### src/rtl/debounce_button_multi.sv
// Multi-channel front-panel key debouncer: per-channel sync, tick-based debounce,
// short/long press classification and an active-low stretched output after short presses.
module debounce_button_multi #(
  parameter int CH      = 4,
  parameter int DEB_MS  = 20,
  parameter int OUT_MS  = 30,
  parameter int LONG_MS = 4000,
  parameter int CW      = 13
) (
  input  logic            clock,
  input  logic            reset,
  input  logic            int_1ms_en,
  input  logic [CH-1:0]   chan_en,
  input  logic [CH-1:0]   key,
  output logic [CH-1:0]   key_level,
  output logic [CH-1:0]   press_pulse,
  output logic [CH-1:0]   release_pulse,
  output logic [CH-1:0]   long_pulse,
  output logic [CH-1:0]   key_out,
  output logic [2*CH-1:0] fsm_state_o
);

  localparam logic [1:0] IDLE    = 2'd0;
  localparam logic [1:0] PRESSED = 2'd1;
  localparam logic [1:0] LONG    = 2'd2;
  localparam logic [1:0] STRETCH = 2'd3;

  localparam int DW = (DEB_MS > 1) ? $clog2(DEB_MS) : 1;
  localparam logic [DW-1:0] DEB_LAST  = DW'(DEB_MS - 1);
  localparam logic [CW-1:0] LONG_LAST = CW'(LONG_MS - 1);
  localparam logic [CW-1:0] OUT_LAST  = CW'(OUT_MS - 1);

  for (genvar c = 0; c < CH; c++) begin : g_ch
    logic          sync1_q, ks_q;
    logic          lvl_q, lvl_d;
    logic [DW-1:0] dcnt_q, dcnt_d;
    logic [1:0]    st_q, st_d;
    logic [CW-1:0] hcnt_q, hcnt_d;
    logic          press_ev, rel_ev, lng_d, kout_d;
    logic          prs_q, rel_q, lng_q, kout_q;

    always_comb begin
      lvl_d  = lvl_q;
      dcnt_d = dcnt_q;
      st_d   = st_q;
      hcnt_d = hcnt_q;
      lng_d  = 1'b0;

      if (ks_q == lvl_q) begin
        dcnt_d = '0;
      end else if (int_1ms_en) begin
        if (dcnt_q == DEB_LAST) begin
          lvl_d  = ks_q;
          dcnt_d = '0;
        end else begin
          dcnt_d = dcnt_q + 1'b1;
        end
      end

      // Edge events line up with the registered pulses, so the FSM sees them in the same clock.
      press_ev = chan_en[c] & lvl_q & ~lvl_d;
      rel_ev   = chan_en[c] & ~lvl_q & lvl_d;

      case (st_q)
        IDLE: begin
          if (press_ev) begin
            st_d   = PRESSED;
            hcnt_d = '0;
          end
        end
        PRESSED: begin
          if (rel_ev) begin
            st_d   = STRETCH;
            hcnt_d = '0;
          end else if (int_1ms_en) begin
            if (hcnt_q == LONG_LAST) begin
              st_d  = LONG;
              lng_d = 1'b1;
            end else begin
              hcnt_d = hcnt_q + 1'b1;
            end
          end
        end
        LONG: begin
          if (rel_ev) begin
            st_d   = IDLE;
            hcnt_d = '0;
          end
        end
        STRETCH: begin
          if (int_1ms_en) begin
            if (hcnt_q == OUT_LAST) begin
              st_d   = IDLE;
              hcnt_d = '0;
            end else begin
              hcnt_d = hcnt_q + 1'b1;
            end
          end
        end
        default: begin
          st_d   = IDLE;
          hcnt_d = '0;
        end
      endcase

      if (!chan_en[c]) begin
        lvl_d  = 1'b1;
        dcnt_d = '0;
        st_d   = IDLE;
        hcnt_d = '0;
        lng_d  = 1'b0;
      end

      kout_d = ~chan_en[c] | (st_q != STRETCH);
    end

    always_ff @(posedge clock or posedge reset) begin
      if (reset) begin
        sync1_q <= 1'b1;
        ks_q    <= 1'b1;
        lvl_q   <= 1'b1;
        dcnt_q  <= '0;
        st_q    <= IDLE;
        hcnt_q  <= '0;
        prs_q   <= 1'b0;
        rel_q   <= 1'b0;
        lng_q   <= 1'b0;
        kout_q  <= 1'b1;
      end else begin
        sync1_q <= key[c];
        ks_q    <= sync1_q;
        lvl_q   <= lvl_d;
        dcnt_q  <= dcnt_d;
        st_q    <= st_d;
        hcnt_q  <= hcnt_d;
        prs_q   <= press_ev;
        rel_q   <= rel_ev;
        lng_q   <= lng_d;
        kout_q  <= kout_d;
      end
    end

    assign key_level[c]         = lvl_q;
    assign press_pulse[c]       = prs_q;
    assign release_pulse[c]     = rel_q;
    assign long_pulse[c]        = lng_q;
    assign key_out[c]           = kout_q;
    assign fsm_state_o[2*c +: 2] = st_q;
  end

endmodule

### config.mk
export PLATFORM = sky130hd
export DESIGN_NAME = debounce_button_multi
export DESIGN_NICKNAME = d
export VERILOG_FILES = /design/src/rtl/debounce_button_multi.sv
export SDC_FILE = /design/constraint.sdc
export NUM_CORES = 1
export LEC_CHECK = 0
export ABC_CLOCK_PERIOD_IN_PS = 4900
export CAP_MARGIN = 40
export CORE_ASPECT_RATIO = 1.5
export CORE_MARGIN = 8
export CORE_UTILIZATION = 45
export DETAILED_ROUTE_END_ITERATION = 8
export PLACE_DENSITY = 0.6
export REMOVE_ABC_BUFFERS = 1
export SLEW_MARGIN = 20
export SYNTH_ARGS = -nofsm -noshare
export SYNTH_HDL_FRONTEND = slang
export SYNTH_SLANG_ARGS = --single-unit
export TNS_END_PERCENT = 50
### constraint.sdc
create_clock -name clock -period 4.9 [get_ports clock]
set_input_delay 0.98 -clock clock [delete_from_list [all_inputs] [get_ports clock]]
set_output_delay 0.98 -clock clock [all_outputs]
set_load 0.01 [all_outputs]
==> flow_summary_export.csv, run 1 <==
group,metric,value,unit
pwr,switching_power,538,µW
synthesis,syn_area,6090,µm²
cts,postCtsSetupBuffers,0,
synthesis,synth_most_common_cell,"dfrtp_1",
floorplanning,pin_count,39,
cts,cts_buffer_depth,2,
synthesis,synth_ff_type,"dfrtp_1",
cts,cts.sinks,108,
synthesis,synthCells,636,
timing,setup_tns,0,ps
timing,fin_ws,1430,ps
cts,h-tree-depth,3,
worst_setup_path,cp.required,5190,ps
routing,drc,0,
cts,cts_hold_buffers,0,
global_routing,antenna_found_initial,0,
cts,clkLatencyLatePin,350,ps
floorplanning,start_util,0.457,
pwr,switching_share,0.270,
outcome,status,"completed",
cts,ctsResizeCount,0,
timing,finalHoldViolCount,0,
timing,setup-violations-final,0,
synthesis,syn_area_per_cell,9.57,µm²
floorplanning,design.core.area,13300,µm²
worst_setup_path,slowest_stage,"clkdlybuf4s50_1",
timing,finalCritPeriodShare,0.708,
timing,rsz0062_at_grt,"false",
global_routing,grt_pass1_wl,22900,µm
worst_setup_path,crit_path_cell_trace,"clkdlybuf4s50_1, nand2_1, o311ai_2, nor2_1, buf_4, nor3_1, buf_4, a31o_2",
pwr,power.clock.fraction,0.375,
routing,antenna_left,0,
routing,routedWlPerCell,16.6,µm
timing,fmax,288,MHz
worst_setup_path,end_kind,"register",
run,maxCapViolCount,0,
timing,skew,5.84,ps
routing,num_vias,4970,
pwr,comb_power_share,0.139,
synthesis,synth_top_cells_by_area,"dfrtp_1 38%, dfstp_2 6.9%, nor2_1 3.1%",
synthesis,synth_top_cell_by_area,"dfrtp_1",
final_layout,syn2layout_area_growth,11.7,%
cts,cts_tree,"built",
placed_design,place_hpwl,9770,µm
global_routing,grt_pass1_vias,4826,
synthesis,synth_edf_count,0,
pwr,intPower,1.45,mW
worst_setup_path,reg2regPathDepth,7,
cts,cts_buffers,9,
pwr,pwr-share-seq,0.486,
timing,worst_pin_slew,760,ps
floorplanning,rows,52,
pwr,pwr_density_cell,293,nW/µm²
timing,period_needed,3470,ps
worst_setup_path,crit_fanout,9,
floorplanning,die_h,158,µm
routing,dr.first_iter.drc_count,178,
synthesis,seq_area_frac_synth,0.447,
routing,wl,13600,µm
placed_design,portBuffers,38,
routing,via_per_inst,6.06,
worst_setup_path,startpoint_type,"input port",
final_layout,drive_gt1_frac,0.0866,
floorplanning,die_area,17600,µm²
final_layout,diodes,0,
global_routing,grtUsageMet2,0.292,
floorplanning,die_x,111,µm
global_routing,grt_usage,0.155,
synthesis,synthTopCellsByCount,"92 x dfrtp_1, 50 x nor2_1, 46 x nand2_1, 31 x o21ai_0",
min_path,holdPathStages,0,
pwr,vdd_drop_max,0.150,mV
synthesis,synth.top_cell.area_share,0.378,
synthesis,async_reset_ff_frac,1.00,
synthesis,ys_ff_latch,108,
global_routing,grt_max_degree,59,
worst_setup_path,cpMostUsedCell,"buf_4",
min_path,hp-class,"register to register",
final_layout,nets,676,
global_routing,busiest_layer,"met2",
cts,clockRootBuffer,"clkbuf_16",
cts,clk_transition_reported_paths,70,ps
worst_setup_path,path_class,"input port to register",
global_routing,overflow,0,
routing,first_pass_iters,7,
worst_setup_path,slowest_delay,590,ps
placed_design,place_ws,1110,ps
worst_setup_path,arrival,3760,ps
timing,drv_slew,0,
synthesis,ys_types,73,
global_routing,met3_usage,0.0275,
placed_design,gp_congestion,0.850,
pwr,leakage,2.94,nW
timing,relSlewSlack,0.490,
global_routing,met1_usage,0.170,
synthesis,yosys_warnings,0,
[area by class of cell]
type                            instances  area, µm²
Fill cell                            1241       6540
Sequential cell                       108       2720
Clock buffer                           11        243
Inverter                               28        108
Timing Repair Buffer                   46        440
Multi-Input combinational cell        460       3020
Tap cell                              162        203
Clock inverter                          5       61.3
[through the flow]
step | total power [mW] | utilization | cell area [µm²] | hold WS [ps] | std cells
2_1_floorplan | 1.15 | - | 5850 | 345 | 596
3_3_place_gp | 1.25 | 0.485 | 6470 | 345 | 801
3_5_place_dp | 1.26 | 0.486 | 6480 | 349 | 802
4_1_cts | 2.02 | 0.509 | 6790 | 359 | 818
5_1_grt | 2.08 | 0.510 | 6800 | 358 | 820
6_report | 1.99 | 0.510 | 6800 | 354 | 820
[kinds of logic after synthesis]
family	synth area share
adder cells (fa/ha/maj)	0.0247
flip-flops	0.447
AO/OA/AOI/OAI	0.183
XOR/XNOR	0.0101
AND/OR/NAND/NOR	0.251
buffers and inverters	0.0563
multiplexers	0.0269
[power by group through the flow]
stage               registers (mW)  logic (mW)  clock network, mW
floorplan                    0.979       0.169                  0
global placement             0.983       0.270                  0
detailed placement           0.986       0.276                  0
CTS                          0.968       0.279              0.777
global route                 0.975       0.307              0.802
finish                       0.969       0.276              0.746
[layer usage]
layer  vias up  share of wire
li1       2396              -
met1      2478           0.42
met2        81           0.54
met3        15          0.029
met4         0          0.016
met5         -              0
[flip-flops by register name, indices dropped and copies added, names as in the netlist]
register	count
g_ch.ks_q	4
g_ch.rel_q	4
g_ch.sync1_q	4
g_ch.kout_q	4
g_ch.dcnt_q	20
g_ch.prs_q	4
g_ch.st_q	8
g_ch.lvl_q	4
g_ch.lng_q	4
g_ch.hcnt_q	52
[cell usage in the layout, fill, tap and decap left out, drive strengths merged, types with 21 or more instances in the layout]
cell type | netlist | routed
dfrtp | 92 | 92
nor2 | 50 | 50
nand2 | 46 | 46
clkdlybuf4s50 | 0 | 38
o21ai | 35 | 35
nand3 | 27 | 27
inv | 27 | 27
nor3 | 23 | 23
a22o | 21 | 21
nor2b | 21 | 21
[path summary, 6_finish.rpt]
| check | from | to | slack [ps] |
|---|---|---|---|
| worst max-delay path | int_1ms_en | g_ch[3].hcnt_q[9] | 1430 |
| worst min-delay path | g_ch[1].sync1_q | g_ch[1].ks_q | 350 |
| worst max register to register | g_ch[3].dcnt_q[2] | g_ch[3].hcnt_q[9] | 2050 |
| worst min register to register | g_ch[1].sync1_q | g_ch[1].ks_q | 350 |
| max in group asynchronous | reset | g_ch[3].kout_q | 2870 |
| min in group asynchronous | reset | g_ch[0].hcnt_q[0] | 1110 |
[worst max-delay path: cells and delay by family]
family                 cells  cell delay (ps)
buffers and inverters      3             1070
and+or+nand+nor            3             1020
AOI/OAI and AO/OA          2              680
(Power assumes the default switching activity.)
==> run 2, diff against run 1 <==
--- a/config.mk
+++ b/config.mk
@@ -5,13 +5,13 @@
 export SDC_FILE = /design/constraint.sdc
 export NUM_CORES = 1
 export LEC_CHECK = 0
-export ABC_CLOCK_PERIOD_IN_PS = 4900
+export ABC_CLOCK_PERIOD_IN_PS = 3100
 export CAP_MARGIN = 40
 export CORE_ASPECT_RATIO = 1.5
 export CORE_MARGIN = 8
 export CORE_UTILIZATION = 45
 export DETAILED_ROUTE_END_ITERATION = 8
-export PLACE_DENSITY = 0.6
+export PLACE_DENSITY = 0.63
 export REMOVE_ABC_BUFFERS = 1
 export SLEW_MARGIN = 20
 export SYNTH_ARGS = -nofsm -noshare
==> constraint.sdc (replaced) <==
create_clock -name clock -period 3.1 [get_ports clock]
set_input_delay 0.62 -clock clock [delete_from_list [all_inputs] [get_ports clock]]
set_output_delay 0.62 -clock clock [all_outputs]
set_load 0.01 [all_outputs]
==> flow_summary_export.csv, run 2 (synthesized netlist as in run 1, its figures left out) <==
group,metric,value,unit
timing,worst_pin_slew,853,ps
global_routing,antenna_found_initial,0,
pwr,intPower,2.32,mW
cts,cts.sinks,108,
worst_setup_path,crit_fanout,8,
routing,wl,13900,µm
final_layout,reg_top3,"g_ch.hcnt_q (52), g_ch.dcnt_q (20), g_ch.st_q (8)",
floorplanning,die_area,17600,µm²
global_routing,grt_pass1_vias,5196,
routing,via_per_inst,6.05,
cts,clockRootBuffer,"clkbuf_16",
worst_setup_path,startpoint_type,"input port",
timing,fin_ws,394,ps
cts,cts_buffers,9,
floorplanning,die_x,111,µm
floorplanning,design.core.area,13300,µm²
final_layout,drive_gt1_frac,0.106,
routing,first_pass_iters,4,
final_layout,top_register,"g_ch.hcnt_q",
global_routing,grt_usage,0.162,
timing,fmax,370,MHz
timing,finalHoldViolCount,0,
worst_setup_path,path_class,"input port to register",
cts,cts_hold_buffers,0,
routing,dr.first_iter.drc_count,186,
final_layout,fillerInstances,1224,
routing,routedWlPerCell,16.7,µm
timing,relSlewSlack,0.426,
pwr,vdd_drop_max,0.264,mV
cts,cts_tree,"built",
cts,postCtsSetupBuffers,0,
global_routing,met3_usage,0.0290,
pwr,pwr_density_cell,457,nW/µm²
final_layout,diodes,0,
placed_design,gp_congestion,0.850,
min_path,holdPathStages,0,
timing,rsz0062_at_grt,"false",
routing,drc,0,
pwr,switching_power,841,µW
floorplanning,start_util,0.457,
final_layout,syn2layout_area_growth,13.5,%
final_layout,layout_commonest_cell,"dfrtp_1",
pwr,pwr-share-seq,0.484,
global_routing,busiest_layer,"met2",
pwr,power.clock.fraction,0.369,
global_routing,grt_pass1_wl,24300,µm
timing,setup-violations-final,0,
cts,ctsResizeCount,0,
pwr,power.total,3.16,mW
floorplanning,die_h,158,µm
floorplanning,rows,52,
routing,num_vias,5042,
pwr,switching_share,0.266,
final_layout,largest_reg_flops,52,
timing,drv_slew,0,
placed_design,place_hpwl,10000,µm
cts,h-tree-depth,3,
placed_design,portBuffers,38,
final_layout,layout_common_cells,"92 x dfrtp_1, 50 x nor2_1, 46 x nand2_1, 38 x clkdlybuf4s50_1, 31 x o21ai_0",
timing,period_needed,2710,ps
placed_design,dpl_cell_area,6610,µm²
global_routing,overflow,0,
worst_setup_path,cp.required,3340,ps
run,maxCapViolCount,0,
routing,antenna_left,0,
worst_setup_path,reg2regPathDepth,5,
cts,clkLatencyLatePin,350,ps
outcome,status,"completed",
worst_setup_path,reg2reg_slack,600,ps
global_routing,met1_usage,0.179,
final_layout,nets,689,
worst_setup_path,arrival,2940,ps
floorplanning,pin_count,39,
global_routing,grtUsageMet2,0.306,
cts,clk_transition_reported_paths,70,ps
timing,finalCritPeriodShare,0.873,
final_layout,fin_util,0.518,
pwr,leakage,3.00,nW
cts,cts_buffer_depth,2,
global_routing,grt_max_degree,55,
timing,skew,10.7,ps
placed_design,place_ws,14.6,ps
min_path,hp-class,"register to register",
final_layout,post-route-cell-area,6910,µm²
pwr,comb_power_share,0.147,
worst_setup_path,end_kind,"register",
[run 2: path summary, 6_finish.rpt]
kind | from | to
max in group asynchronous | reset | g_ch[3].sync1_q
max reg2reg | g_ch[0].lvl_q | g_ch[0].hcnt_q[1]
min | g_ch[2].sync1_q | g_ch[2].ks_q
min in group asynchronous | reset | g_ch[2].dcnt_q[4]
min reg2reg | g_ch[2].sync1_q | g_ch[2].ks_q
max | int_1ms_en | g_ch[0].hcnt_q[1]
[run 2: routing by layer]
| layer | wire, µm | share of wire |
|---|---|---|
| met3 | 394 | 0.028 |
| met2 | 7560 | 0.54 |
| met5 | 0 | 0 |
| met4 | 152 | 0.011 |
| met1 | 5770 | 0.42 |
[run 2: final cells by class]
cell class	instances	area, µm²	area share
clock inverter	5	58.8	0.00851
clock buffer	11	243	0.0351
multi-input combinational	460	3030	0.438
tap	162	203	0.0293
inverter	28	108	0.0156
timing repair buffer	59	551	0.0796
sequential	108	2720	0.394
[run 2: worst max-delay path, stage by stage]
cell             delay, ps
clkdlybuf4s50_1        610
buf_4                  190
nand2_1                120
a2111oi_1              440
o32a_1                 410
buf_4                  210
mux2_2                 330
[run 2: power by group through the flow]
stage / combinational [mW] / clock [mW] / sequential [mW]
final: 0.466 / 1.17 / 1.53
after global routing: 0.518 / 1.27 / 1.54
after CTS: 0.472 / 1.21 / 1.53
after detailed placement: 0.470 / 0 / 1.55
after global placement: 0.453 / 0 / 1.55
after floorplan: 0.267 / 0 / 1.55
[run 2: stage by stage]
step	hold slack, ps	cells	TNS (ps)
floorplan	345	596	-31200
global placement	347	817	-122
detailed placement	349	817	0
CTS	357	833	0
global route	361	833	0
finish	356	833	0
